## config.mk

```make
export PLATFORM = sky130hd
export DESIGN_NAME = cipher_uart_tx
export DESIGN_NICKNAME = d
export VERILOG_FILES = /design/src/rtl/cipher_uart_tx.sv
export SDC_FILE = /design/constraint.sdc
export NUM_CORES = 1
export LEC_CHECK = 0
export CAP_MARGIN = 20
export CELL_PAD_IN_SITES_DETAIL_PLACEMENT = 0
export CELL_PAD_IN_SITES_GLOBAL_PLACEMENT = 1
export CORE_ASPECT_RATIO = 0.7
export CORE_MARGIN = 4
export CORE_UTILIZATION = 30
export DETAILED_ROUTE_END_ITERATION = 8
export PLACE_DENSITY_LB_ADDON = 0.1
export RECOVER_POWER = 100
export SLEW_MARGIN = 20
export SYNTH_ARGS = -nofsm -noshare
export SYNTH_HDL_FRONTEND = slang
export SYNTH_SLANG_ARGS = --single-unit
export TNS_END_PERCENT = 10
```

## constraint.sdc

```tcl
create_clock -name clk -period 3.2 [get_ports clk]
set_clock_uncertainty 0.05 [all_clocks]
set_input_delay 0.8 -clock clk [delete_from_list [all_inputs] [get_ports clk]]
set_output_delay 0.8 -clock clk [all_outputs]
set_load 0.1 [all_outputs]
```

## src/rtl/cipher_uart_tx.sv

```systemverilog
// Ciphertext byte sink for picoblaze_1: captures port writes into a FIFO and
// serialises them on an 8N1 UART line, exposing a pollable status byte.
module cipher_uart_tx #(
  parameter logic [7:0]  DATA_PORT_ID    = 8'h20,
  parameter logic [7:0]  CLEAR_PORT_ID   = 8'h21,
  parameter int unsigned FIFO_DEPTH_LOG2 = 4,
  parameter int unsigned CLKS_PER_BIT    = 434
) (
  input  logic                     clk,
  input  logic                     reset,
  input  logic [7:0]               port_id,
  input  logic                     write_strobe,
  input  logic [7:0]               out_port,
  output logic [7:0]               status,
  output logic [FIFO_DEPTH_LOG2:0] fifo_count,
  output logic                     txd
);

  localparam int unsigned Depth = 2 ** FIFO_DEPTH_LOG2;
  localparam int unsigned PtrW  = FIFO_DEPTH_LOG2;
  localparam logic [15:0] BaudMax = 16'(CLKS_PER_BIT - 1);

  typedef enum logic [1:0] {StIdle, StStart, StData, StStop} tx_state_e;

  logic [7:0]      mem_q [Depth];
  logic [PtrW-1:0] wr_ptr_q, wr_ptr_d;
  logic [PtrW-1:0] rd_ptr_q, rd_ptr_d;
  logic [PtrW:0]   count_q, count_d;
  logic            overflow_q, overflow_d;
  logic            full, empty, busy;
  logic            data_wr, clear_wr, push, pop;

  tx_state_e   state_q, state_d;
  logic [15:0] baud_q, baud_d;
  logic [2:0]  bit_q, bit_d;
  logic [7:0]  shift_q, shift_d;

  assign full     = (count_q == (PtrW + 1)'(Depth));
  assign empty    = (count_q == '0);
  assign busy     = (state_q != StIdle);
  assign data_wr  = write_strobe && (port_id == DATA_PORT_ID);
  assign clear_wr = write_strobe && (port_id == CLEAR_PORT_ID);
  // Full is sampled before this cycle's pop, so a simultaneous pop never frees a slot.
  assign push     = data_wr && !full;

  // FIFO bookkeeping and sticky overflow flag
  always_comb begin
    wr_ptr_d   = wr_ptr_q;
    rd_ptr_d   = rd_ptr_q;
    count_d    = count_q;
    overflow_d = overflow_q;
    if (push) wr_ptr_d = wr_ptr_q + PtrW'(1);
    if (pop)  rd_ptr_d = rd_ptr_q + PtrW'(1);
    case ({push, pop})
      2'b10:   count_d = count_q + (PtrW + 1)'(1);
      2'b01:   count_d = count_q - (PtrW + 1)'(1);
      default: count_d = count_q;
    endcase
    if (data_wr && full) overflow_d = 1'b1;
    if (clear_wr)        overflow_d = 1'b0;
  end

  always_ff @(posedge clk or negedge reset) begin
    if (!reset) begin
      wr_ptr_q   <= '0;
      rd_ptr_q   <= '0;
      count_q    <= '0;
      overflow_q <= 1'b0;
    end else begin
      wr_ptr_q   <= wr_ptr_d;
      rd_ptr_q   <= rd_ptr_d;
      count_q    <= count_d;
      overflow_q <= overflow_d;
    end
  end

  // Storage needs no reset; pointers alone define validity.
  always_ff @(posedge clk) begin
    if (push) mem_q[wr_ptr_q] <= out_port;
  end

  // TX next-state logic
  always_comb begin
    state_d = state_q;
    baud_d  = baud_q;
    bit_d   = bit_q;
    shift_d = shift_q;
    pop     = 1'b0;
    unique case (state_q)
      StIdle: begin
        if (!empty) begin
          pop     = 1'b1;
          shift_d = mem_q[rd_ptr_q];
          baud_d  = '0;
          state_d = StStart;
        end
      end
      StStart: begin
        if (baud_q == BaudMax) begin
          baud_d  = '0;
          bit_d   = '0;
          state_d = StData;
        end else begin
          baud_d = baud_q + 16'd1;
        end
      end
      StData: begin
        if (baud_q == BaudMax) begin
          baud_d  = '0;
          shift_d = {1'b0, shift_q[7:1]};
          if (bit_q == 3'd7) state_d = StStop;
          else               bit_d   = bit_q + 3'd1;
        end else begin
          baud_d = baud_q + 16'd1;
        end
      end
      StStop: begin
        if (baud_q == BaudMax) begin
          baud_d  = '0;
          state_d = StIdle;
        end else begin
          baud_d = baud_q + 16'd1;
        end
      end
      default: state_d = StIdle;
    endcase
  end

  always_ff @(posedge clk or negedge reset) begin
    if (!reset) begin
      state_q <= StIdle;
      baud_q  <= '0;
      bit_q   <= '0;
      shift_q <= '0;
    end else begin
      state_q <= state_d;
      baud_q  <= baud_d;
      bit_q   <= bit_d;
      shift_q <= shift_d;
    end
  end

  // Line level decoded purely from registered state, so reset forces it high at once.
  always_comb begin
    txd = 1'b1;
    case (state_q)
      StStart: txd = 1'b0;
      StData:  txd = shift_q[0];
      default: txd = 1'b1;
    endcase
  end

  assign status     = {4'b0000, overflow_q, busy, empty, full};
  assign fifo_count = count_q;

endmodule
```

==> impl_metrics.tcl, run 1 <==
set metrics [dict create \
    place_ws_ps -306 \
    layout_setup_ws_ps 136 \
    core_mm2 0.0247 \
    reg2reg_depth 7 \
    whs_path_depth 2 \
    h-tree-depth 4 \
    critical-path-max-stage-delay_ps 550 \
    use_met3_pct 3.20 \
    rows 48 \
    rsz0062_at_grt "no" \
    die_w_um 198 \
    critical_path.top_delay_family "compound AO/OA/AOI/OAI gates" \
    grt.overflow.total 0 \
    path_class "in -> reg" \
    post_cts_buffers 0 \
    yosys.area_share.simple_pct 7.73 \
    synth_compound_area_share_pct 9.12 \
    drt_wl_total_um 18700 \
    cts-root-buf "clkbuf_16" \
    synth_top_family_by_area "multiplexers" \
    grt.busiest_layer "met1" \
    violations "max-capacitance violations, max-slew violations" \
    status "finished, violations left" \
    place_inst 891 \
    grt_pass1_wl_um 28800 \
    fin_crit_sh_pct 95.7 \
    die_h_um 141 \
    final_layout_size_suffix_gt1_share_pct 22.6 \
    power_switching_w 0.00103 \
    cts_tree "built" \
    crit_fanout 3 \
    initial_core_util_pct 30.6 \
    portBuffers 28 \
    ir_worst_vdd_v 0.000354 \
    cts_made_buffers 17 \
    postSynth.asyncResetShare_pct 25.1 \
    grt_pass1_vias 4524 \
    relSlewSlack_pct -4.54 \
    ctsHoldBuffers 0 \
    crit_arrival_ps 3330 \
    post_cts_resized 0 \
    path_buf_inv 3 \
    yosysWarnings 0 \
    rr_startpoint "baud_q[1]" \
    end_kind "flop" \
    synth_seq_cells 171 \
    power.density_mw_per_mm2 517 \
    p_sw_share_pct 22.3 \
    final_cells 923 \
    clk_path_buf_depth 2 \
    fillers 2387 \
    hold_end "baud_q[15]" \
    die_area_mm2 0.0279 \
    hpwl_um 12800 \
    setup_viol 0 \
    power.internal_w 0.00359 \
    avgSynthCellArea_um2 14.3 \
    dr_total_vias 4511 \
    diodes 0 \
    r2r_slack_ps 220 \
    crit_chain "clkdlybuf4s50_1 > or4_4 > a2111oi_4 > inv_2 > ha_2 > xor2_1 > ha_2 > inv_1 > o21ai_1 > a21o_1 > a221oi_2 > xnor2_1" \
    crit_top_cell "ha_2" \
    grt_max_degree 44 \
    p_comb_share_pct 3.9 \
    antenna_left 0 \
    post_synth_fa_ha_maj_area_fraction_pct 2.97 \
    timing.fmax_mhz 326 \
    routabilityCongestion 0.758 \
    synth-edff-count 128 \
    fin_crit_ps 3060 \
    num_io_pins 33 \
    cap_viol_max_count 1 \
    power.leakage_nw 3.08 \
    met2_usage_pct 19.1 \
    drt_iter0_drc 214 \
    ys.flop_type "edfxtp_1" \
    clkTransAtPathRegs_ps 70 \
    synthCells 528 \
    synthMuxAreaShare_pct 10.7 \
    avgViaCountPerCell 4.89 \
    hold_path.class "reg -> reg" \
    clock_insertion_delay_worst_skew_ps 430 \
    syn2layout_area_growth_pct 17.9 \
    use_met1_pct 22.2 \
    drc 0 \
    min-delay-start "baud_q[15]" \
    track_usage_pct 14.0 \
    netlist_area_mm2 0.00757 \
    crit_slowest_cell "or4_4" \
    drtPass1Iterations 4 \
    cp.required_ps 3460 \
    p_clk_share_pct 43.9 \
    synthXorXnorAreaFrac_pct 1.62 \
    ys_seq_area_share_pct 65.0 \
    clock-sinks 171 \
    antenna_found_initial 0 \
    finalHoldViolCount 0 \
    fin_nets 622 \
    tightestPinTransition_ps 1570 \
    r2r_end "baud_q[8]" \
    synth_cell_types 53 \
    slew_violations 26 \
    p_seq_share_pct 52.2 \
    cp-start-kind "input pin" \
    wire_per_inst_um 20.3 \
]
## metal layers
layer / share of wire [%] / vias up
li1: - / 2125
met1: 53 / 2298
met2: 42 / 77
met3: 3.4 / 11
met4: 0.83 / 0
met5: 0 / -
## how the worst max path moves through the flow
stage               start       endpoint  slack (ps)  cells after the start
3_5_place_dp   port_id[4]  fifo_count[4]        -310                     12
3_3_place_gp   port_id[4]  fifo_count[4]        -280                     12
4_1_cts        port_id[4]  fifo_count[4]         160                     12
6_report       port_id[4]  fifo_count[4]         140                     12
5_1_grt        port_id[4]   mem_q[15][2]          30                      7
2_1_floorplan  port_id[4]  fifo_count[4]        -180                     12
## cells in the mapped netlist, drive strengths merged (15+ instances only)
library cell  count  area, µm²
ha               18        225
buf              16        103
mux2             45        507
inv              16       60.1
o21ai            31        155
nor2             31        116
o22ai            21        131
dfrtp            43       1080
clkbuf           15       56.3
a21oi            17       85.1
nand2            31        116
edfxtp          128       3840
## kinds of logic after synthesis
group | Yosys count
xor+xnor | 14
buf+inv | 47
compound gates | 104
simple gates | 113
fa+ha+maj | 18
other cells | 1
mux | 60
flops | 171
## through the flow
stage | power (W) | hold slack (ps) | util [%] | TNS (ps) | area, µm²
after floorplan | 0.00256 | 434 | - | -2030 | 7630
after global placement | 0.00265 | 450 | 34.4 | -6600 | 8500
after detailed placement | 0.00265 | 468 | 34.4 | -9730 | 8500
after CTS | 0.00470 | 358 | 36.7 | 0 | 9070
after global routing | 0.00481 | 498 | 36.1 | 0 | 8930
final | 0.00462 | 481 | 36.1 | 0 | 8930
## layout by cell type (no fill, tap or decap), drive strengths merged, types with 4 or more instances in the layout
master | synthesis | layout
nand2 | 31 | 31
dfrtp | 43 | 43
nor3 | 7 | 7
mux2 | 45 | 45
clkinvlp | 0 | 5
nor4 | 8 | 8
o221ai | 7 | 7
ha | 18 | 18
buf | 16 | 27
dlygate4sd3 | 0 | 8
nor2 | 31 | 31
and2 | 5 | 5
or4 | 4 | 4
conb | 1 | 4
edfxtp | 128 | 128
clkbuf | 15 | 40
a22o | 5 | 5
a21oi | 17 | 17
a22oi | 6 | 6
xor2 | 7 | 7
xnor2 | 7 | 7
nand4 | 8 | 8
nand3 | 8 | 8
clkdlybuf4s50 | 0 | 9
o22ai | 21 | 21
o21ai | 31 | 31
inv | 16 | 20
mux4 | 12 | 12
## sequential cells by signal, indices dropped and copies added (netlist names)
signal,cells
baud_q,16
bit_q,3
fifo_count,5
mem_q,128
overflow_q,1
rd_ptr_q,4
shift_q,8
state_q,2
wr_ptr_q,4
## worst reg2reg max path: stages, from the launching register on
cell and delay [ps]:
dfrtp_1 420, inv_1 90, ha_1 150, or3b_2 490, nor4_1 910, nor2_1 450, nand4_1 210, o21ai_0 90
## power groups by stage
| stage | clock, W | combinational (W) | sequential (W) |
|---|---|---|---|
| floorplan | 0 | 0.0000694 | 0.00249 |
| global placement | 0 | 0.000189 | 0.00246 |
| detailed placement | 0 | 0.000192 | 0.00246 |
| CTS | 0.00210 | 0.000192 | 0.00241 |
| global route | 0.00220 | 0.000197 | 0.00241 |
| finish | 0.00203 | 0.000180 | 0.00241 |
## cell type report
type	instances	area [µm²]	share of cell area, %
Sequential cell	171	4920	55.1
Multi-Input combinational cell	313	2440	27.3
Timing Repair Buffer	66	523	5.86
Clock buffer	18	429	4.81
Tap cell	325	407	4.56
Clock inverter	14	144	1.61
Inverter	16	60.1	0.673
No activity file was read; power rests on OpenSTA's default activity.
==> run 2: changes to the inputs <==
--- a/config.mk
+++ b/config.mk
@@ -12,6 +12,7 @@
 export CORE_MARGIN = 4
 export CORE_UTILIZATION = 30
 export DETAILED_ROUTE_END_ITERATION = 8
+export GPL_TIMING_DRIVEN = 0
 export PLACE_DENSITY_LB_ADDON = 0.1
 export RECOVER_POWER = 100
 export SLEW_MARGIN = 20
==> impl_metrics.tcl, run 2 (same netlist as run 1, synthesis figures left out) <==
set metrics [dict create \
    status "complete, no violations" \
    antenna_left 0 \
    routabilityCongestion 0.764 \
    fin_area_mm2 0.00906 \
    final_common_cell "edfxtp_1" \
    cts-root-buf "clkbuf_16" \
    final_layout_size_suffix_gt1_share_pct 25.0 \
    layout_common_cells "128 x edfxtp_1, 44 x mux2_2, 41 x dfrtp_1" \
    fin_crit_ps 3100 \
    critical-path-max-stage-delay_ps 560 \
    clk_path_buf_depth 2 \
    fillers 2379 \
    final_cells 925 \
    drtPass1Iterations 4 \
    cp-start-kind "input pin" \
    crit_fanout 2 \
    relSlewSlack_pct 21.0 \
    ctsHoldBuffers 0 \
    cap_viol_max_count 0 \
    die_area_mm2 0.0279 \
    antenna_found_initial 0 \
    fin_nets 624 \
    portBuffers 28 \
    power.density_mw_per_mm2 525 \
    hpwl_um 13100 \
    finalHoldViolCount 0 \
    hold_path.class "reg -> reg" \
    crit_top_cell "inv_2" \
    end_kind "flop" \
    core_mm2 0.0247 \
    drt_wl_total_um 18300 \
    initial_core_util_pct 30.6 \
    crit_slowest_cell "or4bb_4" \
    h-tree-depth 4 \
    p_total_w 0.00476 \
    diodes 0 \
    num_io_pins 33 \
    crit_arrival_ps 3360 \
    fin_crit_sh_pct 96.8 \
    rsz0062_at_grt "yes" \
    rows 48 \
    grt_max_degree 44 \
    clkTransAtPathRegs_ps 70 \
    syn2layout_area_growth_pct 19.6 \
    cts_made_buffers 17 \
    power.leakage_nw 3.14 \
    dr_total_vias 4573 \
    clock-sinks 171 \
    drc 0 \
    cts_tree "built" \
    regMostFlops "mem_q" \
    cp.required_ps 3470 \
    die_w_um 198 \
    grt_pass1_wl_um 28200 \
    drt_iter0_drc 262 \
    grt.overflow.total 0 \
    clock_insertion_delay_worst_skew_ps 430 \
    path_class "in -> reg" \
    grt_pass1_vias 4471 \
    avgViaCountPerCell 4.94 \
    slew_violations 0 \
    track_usage_pct 13.6 \
    largestRegisters "mem_q x128, baud_q x16, shift_q x8" \
    die_h_um 141 \
    timing.fmax_mhz 323 \
    wire_per_inst_um 19.8 \
    place_inst 888 \
    largest_reg_flops 128 \
    ir_worst_vdd_v 0.000363 \
    setup_viol 0 \
    crit_chain "dlygate4sd2_1 > or4bb_4 > a2111oi_4 > inv_2 > ha_4 > clkbuf_8 > xor2_1 > ha_2 > inv_2 > o21ai_1 > a21o_1 > a221oi_2 > xnor2_1" \
    placed_cell_area_mm2 0.00838 \
    tightestPinTransition_ps 1190 \
]
## run 2: worst paths after layout
path                       cells after the start           from            end  slack (ps)
min in group asynchronous                      1          reset       bit_q[1]         560
max                                           13     port_id[6]  fifo_count[4]         100
max reg2reg                                   13  fifo_count[1]  fifo_count[4]         120
min                                            1      baud_q[5]      baud_q[5]         480
min reg2reg                                    1      baud_q[5]      baud_q[5]         480
max in group asynchronous                      1          reset  fifo_count[1]        1740
## run 2: worst max-delay path: cells and delay by family
| family | cells | cell delay [ps] |
|---|---|---|
| compound gates | 4 | 900 |
| simple gates | 1 | 560 |
| xor+xnor | 2 | 240 |
| buf+inv | 4 | 510 |
| fa+ha+maj | 2 | 370 |
## run 2: cell type report
class                      count  area (µm²)  area share, %
sequential                   171        4920           54.3
multi-input combinational    313        2540           28.0
clock buffer                  17         425           4.70
tap                          325         407           4.49
timing repair buffer          37         338           3.73
clock inverter                15         191           2.11
buffer                        31         176           1.95
inverter                      16        60.1          0.663
## run 2: power breakdown
group	internal (W)	switching, W
Sequential	0.00240	0.0000107
Combinational	0.0000515	0.000148
Clock	0.00124	0.000905
## run 2: per-stage QoR
stage	TNS [ps]	setup WS (ps)	utilization [%]	hold slack, ps
2_1_floorplan	-2030	-183	-	434
3_3_place_gp	-143240	-1540	33.6	465
3_5_place_dp	-97000	-1130	33.9	468
4_1_cts	0	8.44	36.5	348
5_1_grt	-435	-40.7	36.6	516
6_report	0	104	36.6	483
## run 2: routing by layer
| layer | GRT usage [%] | vias up | wire length, µm |
|---|---|---|---|
| li1 | - | 2136 | - |
| met1 | 21.4 | 2343 | 9860 |
| met2 | 18.6 | 80 | 7630 |
| met3 | 3.11 | 14 | 573 |
| met4 | 4.20 | 0 | 233 |
| met5 | 0 | - | 0 |
## run 2: repair_timing
item / 4_1_cts / 5_1_grt
setup buffers: 5 / 0
resized for setup: 32 / 10
pin swaps: 6 / 5
endpoints found under the setup margin: 136 / 59
==> run 3: changes to the inputs <==
--- a/config.mk
+++ b/config.mk
@@ -9,12 +9,12 @@
 export CELL_PAD_IN_SITES_DETAIL_PLACEMENT = 0
 export CELL_PAD_IN_SITES_GLOBAL_PLACEMENT = 1
 export CORE_ASPECT_RATIO = 0.7
-export CORE_MARGIN = 4
 export CORE_UTILIZATION = 30
 export DETAILED_ROUTE_END_ITERATION = 8
 export GPL_TIMING_DRIVEN = 0
 export PLACE_DENSITY_LB_ADDON = 0.1
 export RECOVER_POWER = 100
+export SETUP_SLACK_MARGIN = 0.5
 export SLEW_MARGIN = 20
 export SYNTH_ARGS = -nofsm -noshare
 export SYNTH_HDL_FRONTEND = slang
==> impl_metrics.tcl, run 3 (same netlist as run 1, synthesis figures left out) <==
set metrics [dict create \
    grt.overflow.total 0 \
    fin_crit_sh_pct 94.1 \
    drtPass1Iterations 4 \
    use_met3_pct 3.30 \
    clock_insertion_delay_worst_skew_ps 430 \
    grt.busiest_layer "met1" \
    rr_startpoint "baud_q[1]" \
    wire_per_inst_um 19.7 \
    reg2reg_depth 6 \
    routabilityCongestion 0.757 \
    die_area_mm2 0.0259 \
    grt_pass1_vias 4658 \
    final_cells 932 \
    whs_path_depth 2 \
    track_usage_pct 15.4 \
    tightestPinTransition_ps 1190 \
    diodes 0 \
    place_inst 888 \
    fin_crit_ps 3010 \
    met2_usage_pct 21.7 \
    ir_worst_vdd_v 0.000364 \
    final_layout_size_suffix_gt1_share_pct 25.9 \
    r2r_slack_ps 290 \
    hold_path.class "reg -> reg" \
    core_mm2 0.0247 \
    cts-root-buf "clkbuf_16" \
    drc 0 \
    crit_fanout 6 \
    portBuffers 28 \
    num_io_pins 33 \
    cap_viol_max_count 0 \
    r2r_end "bit_q[2]" \
    cts_tree "built" \
    cp-start-kind "flop" \
    clock-sinks 171 \
    dr_total_vias 4507 \
    final_common_cell "edfxtp_1" \
    crit_arrival_ps 2160 \
    whs_ps 485 \
    timing.fmax_mhz 332 \
    min-delay-start "overflow_q" \
    hpwl_um 13000 \
    rows 48 \
    clk_path_buf_depth 2 \
    setup_viol 0 \
    antenna_found_initial 0 \
    fin_nets 631 \
    crit_chain "clkbuf_8 > or4_1 > nor2_1 > buf_4 > clkbuf_4" \
    layout_common_cells "128 x edfxtp_1, 44 x mux2_2, 41 x dfrtp_1" \
    cts_made_buffers 17 \
    grt_pass1_wl_um 28800 \
    drt_iter0_drc 246 \
    regMostFlops "mem_q" \
    end_kind "output port" \
    relSlewSlack_pct 20.4 \
    slew_violations 0 \
    rsz0062_at_grt "yes" \
    antenna_left 0 \
    fillers 2387 \
    h-tree-depth 4 \
    finalHoldViolCount 0 \
    path_class "reg -> out" \
    clkTransAtPathRegs_ps 70 \
    power.leakage_nw 3.09 \
    ctsHoldBuffers 0 \
    hold_end "overflow_q" \
    critical-path-max-stage-delay_ps 570 \
    die_w_um 192 \
    place_ws_ps -1130 \
    die_h_um 135 \
    syn2layout_area_growth_pct 19.3 \
    grt_max_degree 44 \
    crit_slowest_cell "or4_1" \
    status "complete, no violations" \
    layout_setup_ws_ps 190 \
    largest_reg_flops 128 \
    initial_core_util_pct 30.6 \
    avgViaCountPerCell 4.84 \
    largestRegisters "mem_q x128, baud_q x16, shift_q x8" \
    cp.required_ps 2350 \
    drt_wl_total_um 18300 \
    power.density_mw_per_mm2 514 \
    use_met1_pct 23.7 \
]
## run 3: changes by cell type in the layout (fill, tap and decap cells not counted), moves of 3 or more
cell / change
and2_0: +4
and2_1: -4
clkbuf_1: +7
clkbuf_2: +6
clkdlybuf4s50_1: -7
clkinv_2: +3
clkinv_4: -3
dlygate4sd2_1: -5
dlygate4sd3_1: +3
nor2_1: -3
## run 3: layout make-up
class                      count  area [µm²]  area share, %
tap                          325         407           4.50
multi-input combinational    313        2530           28.0
inverter                      16        60.1          0.665
sequential                   171        4920           54.5
clock buffer                  17         425           4.71
buffer                        31         205           2.27
timing repair buffer          44         335           3.71
clock inverter                15         149           1.65
## run 3: worst max path at each step
stage	startpoint	endpoint	slack, ps
final	fifo_count[1]	status[0]	190
after global routing	fifo_count[0]	status[0]	90
after CTS	port_id[7]	fifo_count[4]	260
after detailed placement	port_id[4]	fifo_count[4]	-1130
after global placement	port_id[4]	mem_q[2][0]	-1470
after floorplan	port_id[4]	fifo_count[4]	-180
## run 3: metrics by stage
| stage | power [W] | instance area (µm²) | TNS [ps] | utilization (%) |
|---|---|---|---|---|
| 3_5_place_dp | 0.00266 | 8390 | -96980 | 33.9 |
| 3_3_place_gp | 0.00265 | 8310 | -143280 | 33.6 |
| 4_1_cts | 0.00472 | 9090 | 0 | 36.8 |
| 2_1_floorplan | 0.00256 | 7630 | -2030 | - |
| 6_report | 0.00465 | 9040 | 0 | 36.5 |
| 5_1_grt | 0.00483 | 9040 | 0 | 36.5 |
## run 3: per-layer routing
layer	vias up	part of all wire, %
met4	0	0.61
met1	2301	54
li1	2143	-
met3	6	2.6
met5	-	0
met2	57	42
## run 3: report_power, final
group | internal [W] | total [W] | switching [W]
Clock | 0.00115 | 0.00204 | 0.000891
Combinational | 0.0000507 | 0.000200 | 0.000150
Sequential | 0.00240 | 0.00241 | 0.0000115
## run 3: worst max-delay path: cells and delay by family (launching register included)
kind          cells  cell delay (ps)
simple gates      2              730
buf+inv           3              580
flops             1              410
## run 3: repair_timing
action | 4_1_cts | 5_1_grt
buffers inserted | 6 | 6
endpoints found under the setup margin | 143 | 135
pin swaps | 11 | 9
resized for setup | 81 | 15
